## config.mk

```make
export PLATFORM = sky130hd
export DESIGN_NAME = tt_add_accum
export DESIGN_NICKNAME = d
export VERILOG_FILES = /design/src/rtl/tt_add_accum.sv
export SDC_FILE = /design/constraint.sdc
export NUM_CORES = 1
export LEC_CHECK = 0
export BUFFER_PORTS_ARGS = -buffer_cell sky130_fd_sc_hd__buf_2
export CAP_MARGIN = 20
export CORE_MARGIN = 3
export CORE_UTILIZATION = 45
export DETAILED_ROUTE_END_ITERATION = 10
export GPL_ROUTABILITY_DRIVEN = 0
export PLACE_DENSITY = 0.65
export SLEW_MARGIN = 0
export SYNTH_ARGS = -nofsm -noshare
export SYNTH_HDL_FRONTEND = slang
export SYNTH_SLANG_ARGS = --single-unit
export TNS_END_PERCENT = 100
```

## constraint.sdc

```tcl
create_clock -name clk -period 7 [get_ports clk]
set_input_delay 1.4 -clock clk [delete_from_list [all_inputs] [get_ports clk]]
set_output_delay 1.4 -clock clk [all_outputs]
set_load 0.02 [all_outputs]
```

## src/rtl/tt_add_accum.sv

```systemverilog
// rtl/tt_add_accum.sv - registered add/subtract unit with wrapping or saturating accumulator
//
// Purpose:
//   Adds or subtracts two unsigned W-bit operands whenever in_valid is high.
//   The two ACC modes also keep a running ACC_W-bit total, a sample counter
//   and a sticky overflow flag. The result appears one cycle after the
//   operands are accepted.
//
// Parameters:
//   W      operand width (>= 2)
//   ACC_W  result/accumulator width (>= W+1)
//   CNT_W  sample counter width
//
// Ports:
//   clk        clock, rising edge
//   rst_n      asynchronous active-low reset
//   in_valid   op_a/op_b/mode are valid this cycle
//   op_a       operand A, unsigned
//   op_b       operand B, unsigned
//   mode       00 ADD, 01 ACC_WRAP, 10 ACC_SAT, 11 SUB
//   clear      synchronous clear of accumulator, counter and overflow
//   out_valid  one-cycle pulse, result updated
//   result     registered result
//   overflow   sticky overflow/underflow flag
//   count      ACC samples accepted since the last clear (wraps)

module tt_add_accum #(
    parameter int W     = 4,
    parameter int ACC_W = 8,
    parameter int CNT_W = 4
) (
    input  logic             clk,
    input  logic             rst_n,
    input  logic             in_valid,
    input  logic [W-1:0]     op_a,
    input  logic [W-1:0]     op_b,
    input  logic [1:0]       mode,
    input  logic             clear,
    output logic             out_valid,
    output logic [ACC_W-1:0] result,
    output logic             overflow,
    output logic [CNT_W-1:0] count
);

    localparam logic [1:0] MODE_ADD      = 2'b00;
    localparam logic [1:0] MODE_ACC_WRAP = 2'b01;
    localparam logic [1:0] MODE_ACC_SAT  = 2'b10;
    localparam logic [1:0] MODE_SUB      = 2'b11;

    logic [ACC_W-1:0] acc_q;

    logic [W:0]       sum_w;
    logic [W:0]       diff_w;
    logic [ACC_W-1:0] sum_ext;
    logic [ACC_W-1:0] diff_ext;

    logic [ACC_W-1:0] acc_base;
    logic [CNT_W-1:0] cnt_base;
    logic             ovf_base;
    logic [ACC_W:0]   acc_plus;

    logic [ACC_W-1:0] acc_next;
    logic [CNT_W-1:0] cnt_next;
    logic [ACC_W-1:0] op_result;
    logic             op_flag;
    logic             is_acc;

    // Operands are zero-extended by one bit so the carry of the add and the
    // borrow of the subtract both land in bit W.
    assign sum_w  = {1'b0, op_a} + {1'b0, op_b};
    assign diff_w = {1'b0, op_a} - {1'b0, op_b};

    assign sum_ext = ACC_W'(sum_w);

    // diff_w is a W+1 bit two's complement value; replicate its top bit
    // into the wider result.
    always_comb begin
        diff_ext = '0;
        for (int i = 0; i < ACC_W; i++) begin
            diff_ext[i] = (i <= W) ? diff_w[i] : diff_w[W];
        end
    end

    // A clear arriving together with an operation takes effect first, so the
    // operation sees an empty accumulator, zero count and a clean flag.
    assign acc_base = clear ? '0 : acc_q;
    assign cnt_base = clear ? '0 : count;
    assign ovf_base = clear ? 1'b0 : overflow;

    // One extra bit keeps the true sum so carry-out detects wrap/saturation.
    assign acc_plus = {1'b0, acc_base} + {1'b0, sum_ext};

    assign is_acc = (mode == MODE_ACC_WRAP) || (mode == MODE_ACC_SAT);

    always_comb begin
        acc_next  = acc_base;
        op_result = sum_ext;
        op_flag   = 1'b0;
        case (mode)
            MODE_ADD: begin
                op_result = sum_ext;
            end
            MODE_ACC_WRAP: begin
                acc_next  = acc_plus[ACC_W-1:0];
                op_flag   = acc_plus[ACC_W];
                op_result = acc_plus[ACC_W-1:0];
            end
            MODE_ACC_SAT: begin
                if (acc_plus[ACC_W]) begin
                    acc_next = '1;
                    op_flag  = 1'b1;
                end else begin
                    acc_next = acc_plus[ACC_W-1:0];
                end
                op_result = acc_next;
            end
            MODE_SUB: begin
                op_result = diff_ext;
                // Borrow out of the zero-extended subtract means op_a < op_b.
                op_flag   = diff_w[W];
            end
            default: begin
                op_result = sum_ext;
            end
        endcase
    end

    assign cnt_next = is_acc ? (cnt_base + CNT_W'(1)) : cnt_base;

    always_ff @(posedge clk or negedge rst_n) begin
        if (!rst_n) begin
            acc_q     <= '0;
            result    <= '0;
            out_valid <= 1'b0;
            overflow  <= 1'b0;
            count     <= '0;
        end else if (in_valid) begin
            out_valid <= 1'b1;
            result    <= op_result;
            acc_q     <= acc_next;
            count     <= cnt_next;
            overflow  <= ovf_base | op_flag;
        end else if (clear) begin
            out_valid <= 1'b0;
            result    <= '0;
            acc_q     <= '0;
            count     <= '0;
            overflow  <= 1'b0;
        end else begin
            out_valid <= 1'b0;
        end
    end

endmodule

```

# Yosys cells after proc, flatten, opt, wreduce, memory -nomap -nowiden
# Cells that the tools add are included.
# totals
mem_count	0
register_bits	22
wordCells	31
latch_bits	0
ram_bits	0
rom_bits	0
output_inout_bits	14
# op_classes
n_reduce_logical	3
n_addsub	4
n_div	0
bitwise_logic	1
shifts	0
muxes	15
magnitude_cmp	0
n_eq_ne	3
multipliers	0
# op_table
op	count
two-way mux 8 bit	5
case mux 8 bit (4 select lines)	1
case mux 8 bit (2 select lines)	1
two-way mux 4 bit	3
adder 8 x 5 -> 9 bit	1
adder 4 x 4 -> 5 bit	1
subtractor 4 x 4 -> 5 bit	1
adder 4 x 1 -> 4 bit, second input constant	1
== test 2 bit, second input constant	2
two-way mux 1 bit	4
case mux 1 bit (3 select lines)	1
== test 2 x 1 -> 1 bit, second input constant	1
logical NOT 2 bit	1
nonzero test 2 bit	1
logical OR 1 bit	1
bitwise OR 1 bit	1

# Longest topological paths before layout
# depth
depth_word	6
depth_mapped	13
depth_no_buf	12

# Least setup slack after synthesis
# Ideal clock, no wire load.
# synth_path
path_kind	input port to flip-flop
startpoint	in op_a[0]
endpoint	reg result[3]
setup_ns	0.122
cell_stages	10
arrival_time_ns	3.790
slack_ns	3.088
path_buffers	1
t_required_ns	6.878
path_cell_list	ha_1 -> fa_1 -> fa_1 -> a21oi_1 -> nor2_1 -> o311ai_4 -> a21o_1 -> buf_6 -> o211ai_2 -> a32o_1
# synth_via
elab_chain_len	5
# synth_lines
item	line_no	source
start, declared	35	input logic [W-1:0] op_a,
adder 4 x 4 -> 5 bit	70	assign sum_w = {1'b0, op_a} + {1'b0, op_b};
adder 8 x 5 -> 9 bit	91	assign acc_plus = {1'b0, acc_base} + {1'b0, sum_ext};
two-way mux 8 bit	109	if (acc_plus[ACC_W]) begin
case mux 8 bit (4 select lines) *	99	case (mode)
two-way mux 8 bit *	137	end else if (in_valid) begin
end signal, assigned	139	result <= op_result;
end, declared	40	output logic [ACC_W-1:0] result,
# Every way passes the cells marked *; elsewhere a longest branch is shown, timed or not.
# A chain may end at the register's enable or synchronous reset.

# Final worst setup path
# Same ends and word-level chain as after synthesis.

==> summary.md <==
| Metric | Value |
|---|---|
| Yosys top cell by area | `dfrtp_1` |
| Min cycle time layout | `4.02 ns` |
| Critical path startpoint category | `input port` |
| GRT Util Overall | `17.6%` |
| I/O Buffers | `27` |
| Worst slack at placement | `2.72 ns` |
| Core area | `3850 µm²` |
| Worst Setup End Kind | `flop` |
| Warning count from the yosys run | `0` |
| Cell Pwr Density | `187 nW/µm²` |
| I/O pin count | `28` |
| Netlist Area Pre-Place | `1890 µm²` |
| Worst setup margin | `2.98 ns` |
| Vias in the first global route | `1519` |
| CP Class | `input port to flop` |
| Remaining antenna violation count | `0` |
| P_sw | `0.000128 W` |
| Sw Share | `32.5%` |
| Hold_sp | `result[1]` |
| Synth Register Bits | `22` |
| Die Wd | `70.9 µm` |
| Post-route setup TNS | `0 ns` |
| Top cells by count, synth | `nand2_1 (23), dfrtp_1 (22), ha_1 (17)` |
| Fin. max-slew vios | `0` |
| Critical R2R Launch | `acc_q[0]` |
| Unrepaired setup endpoints after global routing | `no` |
| Number of synthesized flops with an enable pin | `0` |
| N_diodes | `0` |
| Synth Flop Type | `dfrtp_1` |
| Gate power share | `32.5%` |
| Setup Fix Bufs, Post-CTS | `0` |
| Hold Vio Cnt, Final | `0` |
| Global-route wire length before repair | `7220 µm` |
| Inserted Clock Buffers | `3` |
| Syn Nets | `246` |
| Final nets | `269` |
| Worst Setup SP | `op_a[0]` |
| Routed vias/inst | `5.58` |
| CTS tree | `yes` |
| Die Height | `70.9 µm` |
| Antenna violations before repair | `0` |
| Drc violations | `0` |
| Async SR Flop Fraction | `100%` |
| Top-count cell post-synth | `nand2_1` |
| Post-CTS Hold Buffers | `0` |
| Clock group share of total power | `30.9%` |
| Register area share after synthesis | `29.1%` |
| CTS Sinks | `22` |
| DR pass1 iterations | `4` |
| Reg power frac | `36.5%` |
| F_max | `0.248 GHz` |
| Final WL | `4210 µm` |
| Period utilisation layout | `57.5%` |
| Post_cts resized | `0` |
| Area delta synth->final | `11.4%` |
| Wire length per cell | `14.9 µm` |
| Worst-skew pair later-pin latency | `0.27 ns` |
| Slew headroom | `61.7%` |
| Layout cell share with drive strength beyond 1 | `20.5%` |
| Synth top area cells | `dfrtp_1 (29%), ha_1 (11%), nor2b_1 (4.6%)` |
| Area share of the largest cell type after synthesis | `29.1%` |
| Final worst clock skew | `0.00547 ns` |
| Post-layout instance area | `2110 µm²` |
| Clk buf depth | `2` |
| Min-Delay Path Class | `flop to flop` |
| CP Data Required Time | `7.16 ns` |
| Starting Density | `49.1%` |
| Final setup fails | `0` |
| Mean Syn Cell Area | `8.93 µm²` |
| Post-Place Cell Area | `2040 µm²` |
| IR drop worst, VDD | `0.0922 mV` |
| WP data arrival | `4.18 ns` |
| Vias after detailed routing | `1573` |
| Worst-Margin Slew | `0.574 ns` |
| DRC violation total after the first TritonRoute iteration | `112` |
| Leak Pwr | `0.978 nW` |
| H-Tree Depth | `1` |
| Full die area | `5020 µm²` |
| Post-synth cell types | `54` |
| P_int | `0.000266 W` |
| Largest net degree at the start of global routing | `23` |
| Post-DP HPWL | `3260 µm` |
| Clk root buf | `clkbuf_8` |
| Status | `complete, no violations` |
| Total gr overflow | `0` |
| Mapped Cells | `212` |
| Worst Path Max Fanout | `9` |
| Max-cap check violation count | `0` |
| Worst-path clk slew | `0.08 ns` |
| FP Rows | `22` |
-- routing by layer --
metal / vias up / wire, µm / GRT usage, % / part of all wire [%]
met2: 60 / 1840 / 25.8 / 44
met4: 0 / 52 / 5.43 / 1.2
met3: 6 / 267 / 2.56 / 6.3
met1: 719 / 2050 / 26.6 / 49
met5: - / 0 / 0 / 0
li1: 788 / - / - / -
-- kinds of logic (layout without fill, tap and decap cells) --
family,count (synthesis),count (layout),synth area share (%)
flops,22,22,29.1
xor+xnor,10,10,5.02
mux,2,2,1.12
fa+ha+maj,20,20,14.4
compound gates,61,61,23.5
simple gates,72,72,21.1
buf+inv,25,47,5.82
-- metrics by stage --
stage          utilization, %  instances  hold WS (ns)  total power, W
4_1_cts                  54.7        282         0.480        0.000394
6_report                 54.7        282         0.473        0.000395
3_5_place_dp             52.9        278         0.460        0.000275
5_1_grt                  54.7        282         0.500        0.000417
2_1_floorplan               -        212         0.593        0.000242
3_3_place_gp             52.9        278         0.455        0.000274
-- final cells by class --
| cell class | count | area (µm²) |
|---|---|---|
| inverters | 16 | 60.1 |
| clock inverters | 1 | 30.0 |
| well taps | 48 | 60.1 |
| flip-flops and latches | 22 | 551 |
| multi-input cells | 165 | 1230 |
| clock buffers | 3 | 41.3 |
| fillers | 369 | 1740 |
| repair buffers | 27 | 135 |
-- cell usage in the layout (no fill, tap or decap), drive strengths merged, types with 2 or more instances in the layout --
| master | Yosys | routed |
|---|---|---|
| xnor2 | 7 | 7 |
| nand2 | 23 | 23 |
| a31oi | 11 | 11 |
| o211ai | 2 | 2 |
| nor2b | 14 | 14 |
| o22ai | 3 | 3 |
| ha | 17 | 17 |
| o21ai | 13 | 13 |
| nor2 | 12 | 12 |
| a41oi | 2 | 2 |
| nand3 | 3 | 3 |
| dfrtp | 22 | 22 |
| a21oi | 16 | 16 |
| fa | 3 | 3 |
| clkbuf | 6 | 3 |
| a21o | 5 | 5 |
| inv | 16 | 16 |
| and2 | 2 | 2 |
| or3b | 2 | 2 |
| buf | 3 | 27 |
| nor3b | 4 | 4 |
| nand2b | 2 | 2 |
| o311ai | 2 | 2 |
| xor2 | 3 | 3 |
-- power by group through the flow --
stage | Sequential, W | Clock (W) | Combinational, W
3_5_place_dp | 0.000147 | 0 | 0.000128
4_1_cts | 0.000144 | 0.000121 | 0.000128
6_report | 0.000144 | 0.000122 | 0.000128
3_3_place_gp | 0.000147 | 0 | 0.000128
5_1_grt | 0.000146 | 0.000128 | 0.000143
2_1_floorplan | 0.000156 | 0 | 0.0000862
-- path summary, 6_finish.rpt --
kind | to | cells after the start | slack, ns
max reg2reg | result[3] | 9 | 4.29
min in group asynchronous | result[1] | 1 | 1.09
max | result[3] | 10 | 2.98
min | result[1] | 1 | 0.47
max in group asynchronous | acc_q[5] | 1 | 5.57
min reg2reg | result[1] | 1 | 0.47
-- worst max-delay path, stage by stage --
cell and delay (ns):
buf_2 0.10, ha_1 0.22, fa_1 0.53, fa_1 0.49, a21oi_1 0.23, nor2_1 0.11
o311ai_4 0.36, a21o_1 0.35, o211ai_2 0.12, a32o_1 0.27
-- state kept, by name (all words and copies together), names as in the netlist --
signal / count
count: 4
overflow: 1
result: 8
out_valid: 1
acc_q: 8
No activity file was read; power rests on OpenSTA's default activity.
